### src/rtl/prefix_decoder.sv
// ============================================================================
// Module      : prefix_decoder
// Description : Instruction front-end sequencer. Pops bytes from the show-ahead
//               prefetch FIFO one per cycle, absorbs 8086 prefix bytes
//               (segment override, LOCK, REP/REPNE) and presents the opcode
//               byte together with the accumulated prefix state. The prefix
//               state is held for the whole instruction and cleared when the
//               microcode signals the next instruction or a flush occurs.
//
// Ports       : clk              in   system clock, rising edge
//               reset            in   asynchronous reset, active low
//               fifo_rd_data     in   [7:0] head byte of prefetch FIFO
//               fifo_empty       in   FIFO holds no byte
//               fifo_rd_en       out  pop head byte this cycle (combinational)
//               flush            in   discard partial / held instruction
//               opcode_ready     in   microcode accepts presented opcode
//               next_instruction in   microcode finished current instruction
//               opcode_valid     out  opcode and prefix outputs valid
//               opcode           out  [7:0] opcode byte after the prefixes
//               seg_override     out  a segment prefix was seen
//               seg_sel          out  [1:0] ES=0 CS=1 SS=2 DS=3, last wins
//               lock             out  LOCK (F0) seen
//               rep              out  [1:0] 00 none, 10 REPNE, 11 REP/REPE
//               prefix_len       out  [3:0] prefix bytes consumed, sat. at 15
//               prefix_overflow  out  prefix_len >= MAX_PREFIXES
//
// Revision    : 1.0 - initial release
// ============================================================================
`default_nettype none

module prefix_decoder #(
    parameter int MAX_PREFIXES = 4
) (
    input  logic       clk,
    input  logic       reset,
    input  logic [7:0] fifo_rd_data,
    input  logic       fifo_empty,
    output logic       fifo_rd_en,
    input  logic       flush,
    input  logic       opcode_ready,
    input  logic       next_instruction,
    output logic       opcode_valid,
    output logic [7:0] opcode,
    output logic       seg_override,
    output logic [1:0] seg_sel,
    output logic       lock,
    output logic [1:0] rep,
    output logic [3:0] prefix_len,
    output logic       prefix_overflow
);

    // ------------------------------------------------------------------------
    // State encoding
    // ------------------------------------------------------------------------
    localparam logic [1:0] c_FETCH   = 2'd0;
    localparam logic [1:0] c_PRESENT = 2'd1;
    localparam logic [1:0] c_EXECUTE = 2'd2;

    localparam logic [3:0] c_LEN_MAX = 4'hF;

    // ------------------------------------------------------------------------
    // Registers
    // ------------------------------------------------------------------------
    logic [1:0] r_state;
    logic [7:0] r_opcode;
    logic       r_seg_override;
    logic [1:0] r_seg_sel;
    logic       r_lock;
    logic [1:0] r_rep;
    logic [3:0] r_prefix_len;
    logic       r_prefix_overflow;

    // ------------------------------------------------------------------------
    // Combinational signals
    // ------------------------------------------------------------------------
    logic       w_is_seg;
    logic       w_is_lock;
    logic       w_is_rep;
    logic       w_is_prefix;
    logic       w_pop;
    logic       w_clear;
    logic [1:0] w_state_next;
    logic [3:0] w_len_inc;
    logic       w_ovf_inc;

    // ------------------------------------------------------------------------
    // Prefix byte classification
    //   26/2E/36/3E = 001x_x110 : segment override, selector in bits [4:3]
    //   F0                      : LOCK
    //   F2/F3       = 1111_001x : REPNE / REP, bit 0 distinguishes them
    // ------------------------------------------------------------------------
    always_comb begin
        w_is_seg    = (fifo_rd_data[7:5] == 3'b001) && (fifo_rd_data[2:0] == 3'b110);
        w_is_lock   = (fifo_rd_data == 8'hF0);
        w_is_rep    = (fifo_rd_data[7:1] == 7'b1111_001);
        w_is_prefix = w_is_seg || w_is_lock || w_is_rep;
    end

    // A pop only ever happens in FETCH; flush suppresses it in that cycle.
    assign w_pop = (r_state == c_FETCH) && !fifo_empty && !flush;

    // Gate with reset so the FIFO is never popped while reset is asserted,
    // even though the state register already sits in FETCH.
    assign fifo_rd_en = w_pop && reset;

    // Saturating prefix counter and its overflow flag, computed for the
    // value the counter is about to take.
    always_comb begin
        w_len_inc = (r_prefix_len == c_LEN_MAX) ? c_LEN_MAX : (r_prefix_len + 4'd1);
        w_ovf_inc = ({28'd0, w_len_inc} >= MAX_PREFIXES);
    end

    // ------------------------------------------------------------------------
    // Next-state logic. Flush overrides everything, including a simultaneous
    // opcode_ready or next_instruction.
    // ------------------------------------------------------------------------
    always_comb begin
        w_state_next = r_state;
        w_clear      = 1'b0;

        if (flush) begin
            w_state_next = c_FETCH;
            w_clear      = 1'b1;
        end else begin
            case (r_state)
                c_FETCH: begin
                    if (w_pop && !w_is_prefix) begin
                        w_state_next = c_PRESENT;
                    end
                end
                c_PRESENT: begin
                    if (opcode_ready) begin
                        w_state_next = c_EXECUTE;
                    end
                end
                c_EXECUTE: begin
                    if (next_instruction) begin
                        w_state_next = c_FETCH;
                        w_clear      = 1'b1;
                    end
                end
                default: begin
                    // Unused encoding: recover into a clean fetch.
                    w_state_next = c_FETCH;
                    w_clear      = 1'b1;
                end
            endcase
        end
    end

    // ------------------------------------------------------------------------
    // State register
    // ------------------------------------------------------------------------
    always_ff @(posedge clk or negedge reset) begin
        if (!reset) begin
            r_state <= c_FETCH;
        end else begin
            r_state <= w_state_next;
        end
    end

    // ------------------------------------------------------------------------
    // Opcode register. Only written when an opcode byte is popped; it is not
    // cleared between instructions since opcode_valid qualifies it.
    // ------------------------------------------------------------------------
    always_ff @(posedge clk or negedge reset) begin
        if (!reset) begin
            r_opcode <= 8'h00;
        end else if (w_pop && !w_is_prefix) begin
            r_opcode <= fifo_rd_data;
        end
    end

    // ------------------------------------------------------------------------
    // Prefix state. Within each class the last prefix wins; LOCK is sticky.
    // Prefixes past the counter saturation point are still decoded.
    // ------------------------------------------------------------------------
    always_ff @(posedge clk or negedge reset) begin
        if (!reset) begin
            r_seg_override    <= 1'b0;
            r_seg_sel         <= 2'd0;
            r_lock            <= 1'b0;
            r_rep             <= 2'b00;
            r_prefix_len      <= 4'd0;
            r_prefix_overflow <= 1'b0;
        end else if (w_clear) begin
            r_seg_override    <= 1'b0;
            r_seg_sel         <= 2'd0;
            r_lock            <= 1'b0;
            r_rep             <= 2'b00;
            r_prefix_len      <= 4'd0;
            r_prefix_overflow <= 1'b0;
        end else if (w_pop && w_is_prefix) begin
            if (w_is_seg) begin
                r_seg_override <= 1'b1;
                r_seg_sel      <= fifo_rd_data[4:3];
            end
            if (w_is_lock) begin
                r_lock <= 1'b1;
            end
            if (w_is_rep) begin
                r_rep <= {1'b1, fifo_rd_data[0]};
            end
            r_prefix_len      <= w_len_inc;
            r_prefix_overflow <= w_ovf_inc;
        end
    end

    // ------------------------------------------------------------------------
    // Outputs
    // ------------------------------------------------------------------------
    assign opcode_valid    = (r_state == c_PRESENT);
    assign opcode          = r_opcode;
    assign seg_override    = r_seg_override;
    assign seg_sel         = r_seg_sel;
    assign lock            = r_lock;
    assign rep             = r_rep;
    assign prefix_len      = r_prefix_len;
    assign prefix_overflow = r_prefix_overflow;

endmodule

`default_nettype wire

### config.mk
export PLATFORM = sky130hd
export DESIGN_NAME = prefix_decoder
export DESIGN_NICKNAME = d
export VERILOG_FILES = /design/src/rtl/prefix_decoder.sv
export SDC_FILE = /design/constraint.sdc
export NUM_CORES = 1
export LEC_CHECK = 0
export CORE_MARGIN = 5
export CORE_UTILIZATION = 45
export CTS_CLUSTER_DIAMETER = 200
export CTS_CLUSTER_SIZE = 8
export DETAILED_ROUTE_END_ITERATION = 8
export PLACE_DENSITY = 0.85
export SLEW_MARGIN = 20
export SYNTH_ARGS = -nofsm -noshare
export SYNTH_HDL_FRONTEND = slang
export SYNTH_SLANG_ARGS = --single-unit
### constraint.sdc
create_clock -name clk -period 1.84 [get_ports clk]
set_input_delay 0.368 -clock clk [delete_from_list [all_inputs] [get_ports clk]]
set_output_delay 0.368 -clock clk [all_outputs]
set_load 0.02 [all_outputs]
* Yosys cells after proc, flatten, opt, wreduce, memory -nomap -nowiden
Index checks and enable logic that the tools add are counted.
Word-level totals: memory bits (read-only) 0, bits in writable memories 0, bits in latches 0, output and inout port bits 21, register bits 21, word-level logic and storage cells 66, memories 0, bits of input ports 14
Operators by class: bitwise operators 0, mux-type cells 25, multipliers 0, reductions and logical operators 21, $add $sub $neg 1, equal/unequal tests 10, shift operators 0, div/mod/pow operators 0, $lt $le $gt $ge 1
Operator list (number):
- 2-bit 2-to-1 mux | 10
- 4-bit 2-to-1 mux | 3
- 1-bit 2-to-1 mux | 10
- 8-bit == test, second input constant | 1
- 2-bit nonzero test | 4
- 7-bit == test, second input constant | 1
- 1-bit logical AND | 6
- 3-bit inequality test, second input constant | 2
- 2-bit one-hot mux with 3 select lines | 1
- 2-bit AND reduction | 3
- 4-bit by 1-bit adder with 4-bit output, second input constant | 1
- 4-bit == test, second input constant | 1
- 4-bit by 3-bit >= comparator with 1-bit output, second input constant | 1
- 3-bit by 1-bit == test with 1-bit output, second input constant | 1
- 3-bit == test, second input constant | 1
- 1-bit zero test | 3
- 3-bit by 2-bit inequality test with 1-bit output, second input constant | 1
- 3-bit AND reduction | 1
- 2-bit by 1-bit == test with 1-bit output, second input constant | 1
- 2-bit == test, second input constant | 1
- 2-bit zero test | 1
- 1-bit logical OR | 2
- 1-bit one-hot mux with 2 select lines | 1
- 2-bit OR reduction | 1

* Depth between registers and ports, before layout
Gate-level depths: netlist (run 1).
depth in word-level cells 9, depth in mapped cells 5, depth with buffers taken out 5

* Least setup slack after synthesis (run 1)
OpenSTA, ideal clock, no wires.
path kind flip-flop to output port, start register r_state[1], end output port fifo_rd_en, buffers on the path 1, data arrival time 1254 ps, slack 218 ps, required time 1472 ps, cell stages (with the launch flop) 4, cell sequence dfrtp_1 -> nor4_2 -> buf_2 -> and2_1
On the way: cells in the longest elaborated chain, start to end 4
Ends and longest elaborated chain:
- from (decl) | line 64 | logic [1:0] r_state;
- from (signal assigned) | line 156 | r_state <= c_FETCH;
- from (signal assigned) | line 158 | r_state <= w_state_next;
- 2-bit zero test | line 100 | assign w_pop = (r_state == c_FETCH) && !fifo_empty && !flush;
- 1-bit logical AND (2 in a row) | line 100
- 1-bit logical AND | line 104 | assign fifo_rd_en = w_pop && reset;
- to (decl) | line 38 | output logic fifo_rd_en,
Every way passes these cells.

* Worst setup path after layout (run 1)
start input port fifo_rd_data[6], end register r_opcode[5], in the netlist opcode[5]
On the way: cells in the longest elaborated chain, start to end 6, elaborated cells between the ends (all ways) 8, those cells by class 3 x eq/ne; 5 x reduce/logical
Ends and longest elaborated chain:
- from (decl) | line 36 | input logic [7:0] fifo_rd_data,
- 3-bit by 1-bit == test with 1-bit output | line 93 | w_is_seg = (fifo_rd_data[7:5] == 3'b001) && (fifo_rd_data[2:0] == 3'b110);
- 1-bit logical AND | line 93
- 1-bit logical OR | line 96 | w_is_prefix = w_is_seg || w_is_lock || w_is_rep;
- 1-bit logical OR * | line 96
- 1-bit zero test * | line 169 | end else if (w_pop && !w_is_prefix) begin
- 1-bit logical AND * | line 169
- to (signal assigned) | line 170 | r_opcode <= fifo_rd_data;
- to (decl) | line 65 | logic [7:0] r_opcode;
Every way passes the cells marked *; elsewhere a longest branch is shown, timed or not. A chain may end at the register's enable or synchronous reset.

==> run metrics, run 1 <==
highest net fanout along the worst path 8; pre-CTS setup slack -496.8 ps; initial antenna violation count 0; H-tree depth 1; Power Total ~0.0011 W; kind of start point of the critical path input pin; io pins 35; initial core utilization 48.22%; slowest cell on the critical path clkdlybuf4s50_1; max incr delay on CP roughly 460 ps; Syn Nets ~110; Worst R2R Start r_state[1]; starting DRC count in detailed routing 25; ANT cells 0; Setup Skew 8.365 ps; Avg Vias per Cell 5.569; Total Wirelength 2996 um; layout cells sized above 1 26.71%; final instance area 1600 um2; # setup viols final 0; largest net degree at the start of global routing 22; post-DP HPWL 2326 um; die width between 50 and 60 um; vias in the first global route 1114; wire per inst 17.22 um; register area share after synthesis 48.33%; Max Clock Freq 0.5471 GHz; TritonRoute pass-1 iters 6; Final Hold Viols 0; status finished, final reports clean; clock transition at the registers of the reported paths 120 ps; Tcrit/Tclk final 99.35%; Rows 17; maximum buffer depth of the clock tree 2; minimum clock period 1828 ps; CP arrival 2020 ps; Mapped Avg Cell Area between 10 and 15 um2; die area approximately 3500 um2; Crit Path Class in -> reg; via count between 900 and 1000; synth unique cells 36; required time of the worst setup path 2030 ps; fin. max-slew vios 0; Least-Margin Pin Slew between 300 and 400 ps; synth warn 0; Clock Tree Root clkbuf_4; CTS tree yes; Leak roughly 0.73 nW; routability cong. about 0.82; worst path cell trace clkdlybuf4s50_1 > nor4b_2 > nand3_1 > and3_1 > buf_12 > mux2_4; FF+latch count, synth 21; max cap viols 0; global-route wire length before repair 5043 um; Crit path buffers/inverters 2; Cell Area, Synth 1087 um2; Layout area overhead 47.18%; maximum VDD drop 528.0 uV; RSZ-0062 raised after global routing false; remaining antenna violation count 0; GR Overflow Total 0; Max-slew headroom 74.03%; clk_lat worst skew 300 ps; total core area 2255 um2; # port buffers 34; Pwr per Cell Area between 600 and 700 nW/um2; CTS buffer count 3; chip height ~60 um; CTS Sinks 21; nets@finish 162; CP Capture Type register; Syn Inst Count 96; placed instance area 1567 um2; Final WS setup about 12 ps; Top Family by Delay on Critical Path simple AND/OR/NAND/NOR gates; DRC viols 0; overall global routing resource usage 18.91%; worst setup path startpoint fifo_rd_data[6]; Worst Hold Class in -> async
## timing repair
action	4_1_cts	5_1_grt
setup endpoints to repair	11	12
setup buffers	0	0
hold endpoints to repair	0	0
pin swaps	1	1
gates resized for setup	6	7
hold buffers	0	0
## worst register-to-register path: stages (launching register included)
cell,delay (ps)
dfrtp_1,420
nor4_4,290
buf_4,230
and3_1,220
buf_12,140
mux2_4,300
## area by class of cell
cell class,instances,area (um2)
Clock buffer,4,26.28
Fill cell,192,654.4
Inverter,5,18.77
Multi-Input combinational cell,67,538.0
Sequential cell,21,525.5
Tap cell,28,35.03
Timing Repair Buffer,49,456.7
## synth_stat cells
cell type	number	area share (%)
o211ai_1	1	0.69
and3_1	5	2.9
and2b_2	1	0.81
a31o_2	2	1.6
o21a_1	1	0.69
nand2_1	6	2.1
o211a_1	1	0.92
nor4_2	1	1.2
o21ai_0	1	0.46
o21ai_1	1	0.46
buf_2	2	0.92
nor2_1	6	2.1
nand3_4	1	1.6
mux2i_1	2	1.8
inv_1	5	1.7
nor2b_1	1	0.58
a211oi_1	5	3.5
mux2_4	8	11
dfrtp_1	21	48
ha_1	1	1.2
or2_2	1	0.58
a2111oi_0	1	0.81
nor3_1	2	0.92
o2111ai_1	1	0.81
nor4b_2	1	1.4
and4b_1	1	0.92
a22oi_1	1	0.69
nand3_1	3	1.4
or2b_2	1	0.81
a32oi_1	1	0.81
a21o_1	1	0.69
buf_6	1	1.0
and2_1	2	1.2
a21oi_1	5	2.3
nand4_1	1	0.58
and3_2	1	0.69
## state kept, by name, summed over array words and instances, names as in the netlist
| register | cells |
|---|---|
| opcode | 8 |
| prefix_len | 4 |
| r_state | 2 |
| rep | 2 |
| seg_sel | 2 |
| lock | 1 |
| prefix_overflow | 1 |
| seg_override | 1 |
## power breakdown
group | switching, W | internal, W
Sequential | 0.0000271 | 0.000503
Clock | 0.000139 | 0.0000844
Combinational | 0.000145 | 0.000184
Total | 0.000312 | 0.000772
## logic make-up after synthesis
group	after synthesis	synth area share (%)
simple gates	34	19.56
mux	10	12.89
fa+ha+maj	1	1.151
compound gates	22	14.39
buf+inv	8	3.683
flops	21	48.33
## path summary, 6_finish.rpt
kind	endpoint	slack [ps]	depth (start not counted)
min in group clk	lock	510	1
max reg2reg	opcode[5]	130	5
max in group asynchronous	r_state[0]	1180	2
min	seg_override	440	2
max	opcode[5]	10	6
min reg2reg	lock	510	1
## per-stage QoR
stage | hold WS, ps | utilization, % | TNS (ps) | cells
4_1_cts | 438.7 | 70.98 | -218.7 | 174
3_5_place_dp | 483.9 | 69.48 | -5336 | 170
5_1_grt | 449.4 | 70.98 | 0 | 174
6_report | 438.5 | 70.98 | 0 | 174
3_3_place_gp | 483.8 | 69.48 | -4362 | 170
2_1_floorplan | 72.41 | - | 0 | 96
## metal layers
layer	vias to the layer above	global-route usage [%]	part of all wire, %
met2	34	34.07	51
met5	-	0	0
li1	453	-	-
met1	478	21.36	41
met3	4	4.793	6.0
met4	0	6.796	1.0
## placed cells by master, fill, tap and decap left out, drive strengths merged, types with 2 or more instances in the layout
master | netlist | final
nand3 | 4 | 4
and2 | 2 | 2
mux2i | 2 | 2
mux2 | 8 | 8
a31o | 2 | 2
clkdlybuf4s50 | 0 | 30
buf | 3 | 16
o21ai | 2 | 2
a211oi | 5 | 5
a21oi | 5 | 5
dfrtp | 21 | 21
inv | 5 | 5
nor2 | 6 | 6
nor3 | 2 | 2
clkbuf | 0 | 5
and3 | 6 | 6
nand2 | 6 | 6
(Power assumes the default switching activity.)
==> inputs of run 2 (changes only) <==
Settings changed: SKIP_CTS_REPAIR_TIMING from default to 1.
Clock period 1.84 ns to 1.73 ns, I/O delays scaled along.
==> run 2 against run 1 <==
Register-to-register slack worse by 100 ps. Cell count grew 3.4%. Total power grew 6.9%. Via count rose by 3.2%. Non-clock buffer count grew 6. First-iteration DRC count fell by 36%. Sequential share of layout area down 1.5 points. Die area unchanged. Count of clock-buffer cells in the layout is the same. Clock power up 4%. Global-route usage decreased by 2.1 points.
==> run metrics, run 2 (synthesis gave the netlist of run 1 again) <==
met2 usage 29.65% (was 34.07%); die area 3499 um2 (unchanged); CTS tree yes (unchanged); commonest cells after routing, fill and taps aside 25 x clkdlybuf4s50_1, 21 x dfrtp_1, 18 x buf_4 (was 30 x clkdlybuf4s50_1, 21 x dfrtp_1, 14 x buf_4); overall global routing resource usage 16.80% (was 18.91%); maximum VDD drop 446.5 uV (was 528.0 uV); status finished, final reports clean (unchanged); Multi-input gate area 543.0 um2 (was 538.0 um2); Leak 0.8679 nW (was 0.7326 nW); Tcrit/Tclk final 98.43%; layout cells sized above 1 29.61% (was 26.71%); Clock Tree Root clkbuf_4 (unchanged); Final WS setup 27.21 ps (was 12.05 ps); Final Hold Viols 0 (unchanged); Power Total 0.001158 W (was 0.001083 W); filler instances 177 (was 192); initial core utilization 48.22% (unchanged); total core area 2255 um2 (unchanged); pre-CTS setup slack -542.5 ps (was -496.8 ps); vias in the first global route 1003 (was 1114); Setup Skew 5.585 ps (was 8.365 ps); highest net fanout along the worst path 8 (unchanged); die width 59.16 um (unchanged); Total Wirelength 2926 um (was 2996 um); Max Clock Freq 0.5873 GHz; GR Overflow Total 0 (unchanged); fin. max-slew vios 0 (unchanged); area occupied by registers 525.5 um2 (unchanged); M1 GR Usage 20.33% (was 21.36%); post-DP HPWL 2168 um (was 2326 um); CP Capture Type register (unchanged); Finished Core Util 74.31% (was 70.98%); Max-slew headroom 77.62% (was 74.03%); chip height 59.16 um (unchanged); routability cong. 0.8236 (was 0.8195); clk_lat worst skew 300 ps (about the same); Avg Vias per Cell 5.556 (was 5.569); max reg flops 8 (unchanged); nets@finish 168 (was 162); wire per inst 16.26 um (was 17.22 um); Least-Margin Pin Slew 333.4 ps (was 389.5 ps); commonest non-fill, non-tap cell in the layout clkdlybuf4s50_1 (unchanged); Setup TNS Final 0 ps (unchanged); TritonRoute pass-1 iters 4 (was 6); final instance area 1675 um2 (was 1600 um2); # port buffers 34 (unchanged); # setup viols final 0 (unchanged); H-tree depth 1 (unchanged); remaining antenna violation count 0 (unchanged); CTS buffer count 3 (unchanged); maximum buffer depth of the clock tree 2 (unchanged); via count 1000 (was 969); Worst Hold Class in -> reg (was in -> async); DRC viols 0 (unchanged); CP arrival 1890 ps (was 2020 ps); max cap viols 0 (unchanged); initial antenna violation count 0 (unchanged); ANT cells 0 (unchanged); kind of start point of the critical path input pin (unchanged); minimum clock period 1703 ps; io pins 35 (unchanged); largest net degree at the start of global routing 22 (unchanged); Pwr per Cell Area 691.3 nW/um2 (was 677.0 nW/um2); global-route wire length before repair 4450 um (was 5043 um); starting DRC count in detailed routing 16 (was 25); CTS Sinks 21 (unchanged); Rows 17 (unchanged); placed instance area 1574 um2 (was 1567 um2); required time of the worst setup path 1920 ps (was 2030 ps); grt peak-use layer met2 (unchanged); clock transition at the registers of the reported paths 110 ps (was 120 ps); Layout area overhead 54.09% (was 47.18%); met3 Use GR 3.486% (was 4.793%); Crit Path Class in -> reg (unchanged)
-- run 2: area by class of cell --
type | count | share of cell area (%)
multi-input cells | 67 | 32.41
repair buffers | 55 | 31.44
flip-flops and latches | 21 | 31.37
well taps | 28 | 2.091
clock buffers | 4 | 1.568
inverters | 5 | 1.120
-- run 2: critical path: stages --
cell             delay, ps
clkdlybuf4s50_1        510
nor4b_2                250
nand3_1                160
and3_4                 200
buf_12                 140
mux2_4                 290
-- run 2: routing by layer --
layer / vias up / routed length, um
li1: 465 / -
met1: 489 / 1208
met2: 39 / 1509
met3: 7 / 177
met4: 0 / 31
met5: - / 0
-- run 2: through the flow --
step | instances | hold slack, ps
final | 180 | 371.9
after global routing | 180 | 387.5
after CTS | 175 | 441.7
after detailed placement | 171 | 495.9
after global placement | 171 | 485.7
after floorplan | 96 | 50.41
-- run 2: power breakdown --
part | internal, W | switching, W | leakage (nW)
clock | 0.0000898 | 0.000143 | 0.0150
combinational | 0.000209 | 0.000154 | 0.578
sequential | 0.000535 | 0.0000275 | 0.275
total | 0.000834 | 0.000324 | 0.868
-- run 2: path summary, 6_finish.rpt --
kind | depth (start not counted) | startpoint | to | slack [ps]
max | 6 | fifo_rd_data[5] | opcode[2] | 30
min | 2 | fifo_rd_data[6] | opcode[6] | 370
max reg2reg | 6 | r_state[1] | opcode[2] | 30
min reg2reg | 2 | seg_override | seg_override | 520
max in group asynchronous | 2 | reset | rep[0] | 1080
min in group asynchronous | 2 | reset | seg_sel[1] | 430
==> inputs of run 3 (changes only) <==
Settings changed: HOLD_SLACK_MARGIN from default to 0.08.
==> results of run 3 <==
The final DEF is identical to that of run 2; final timing and power are the same.
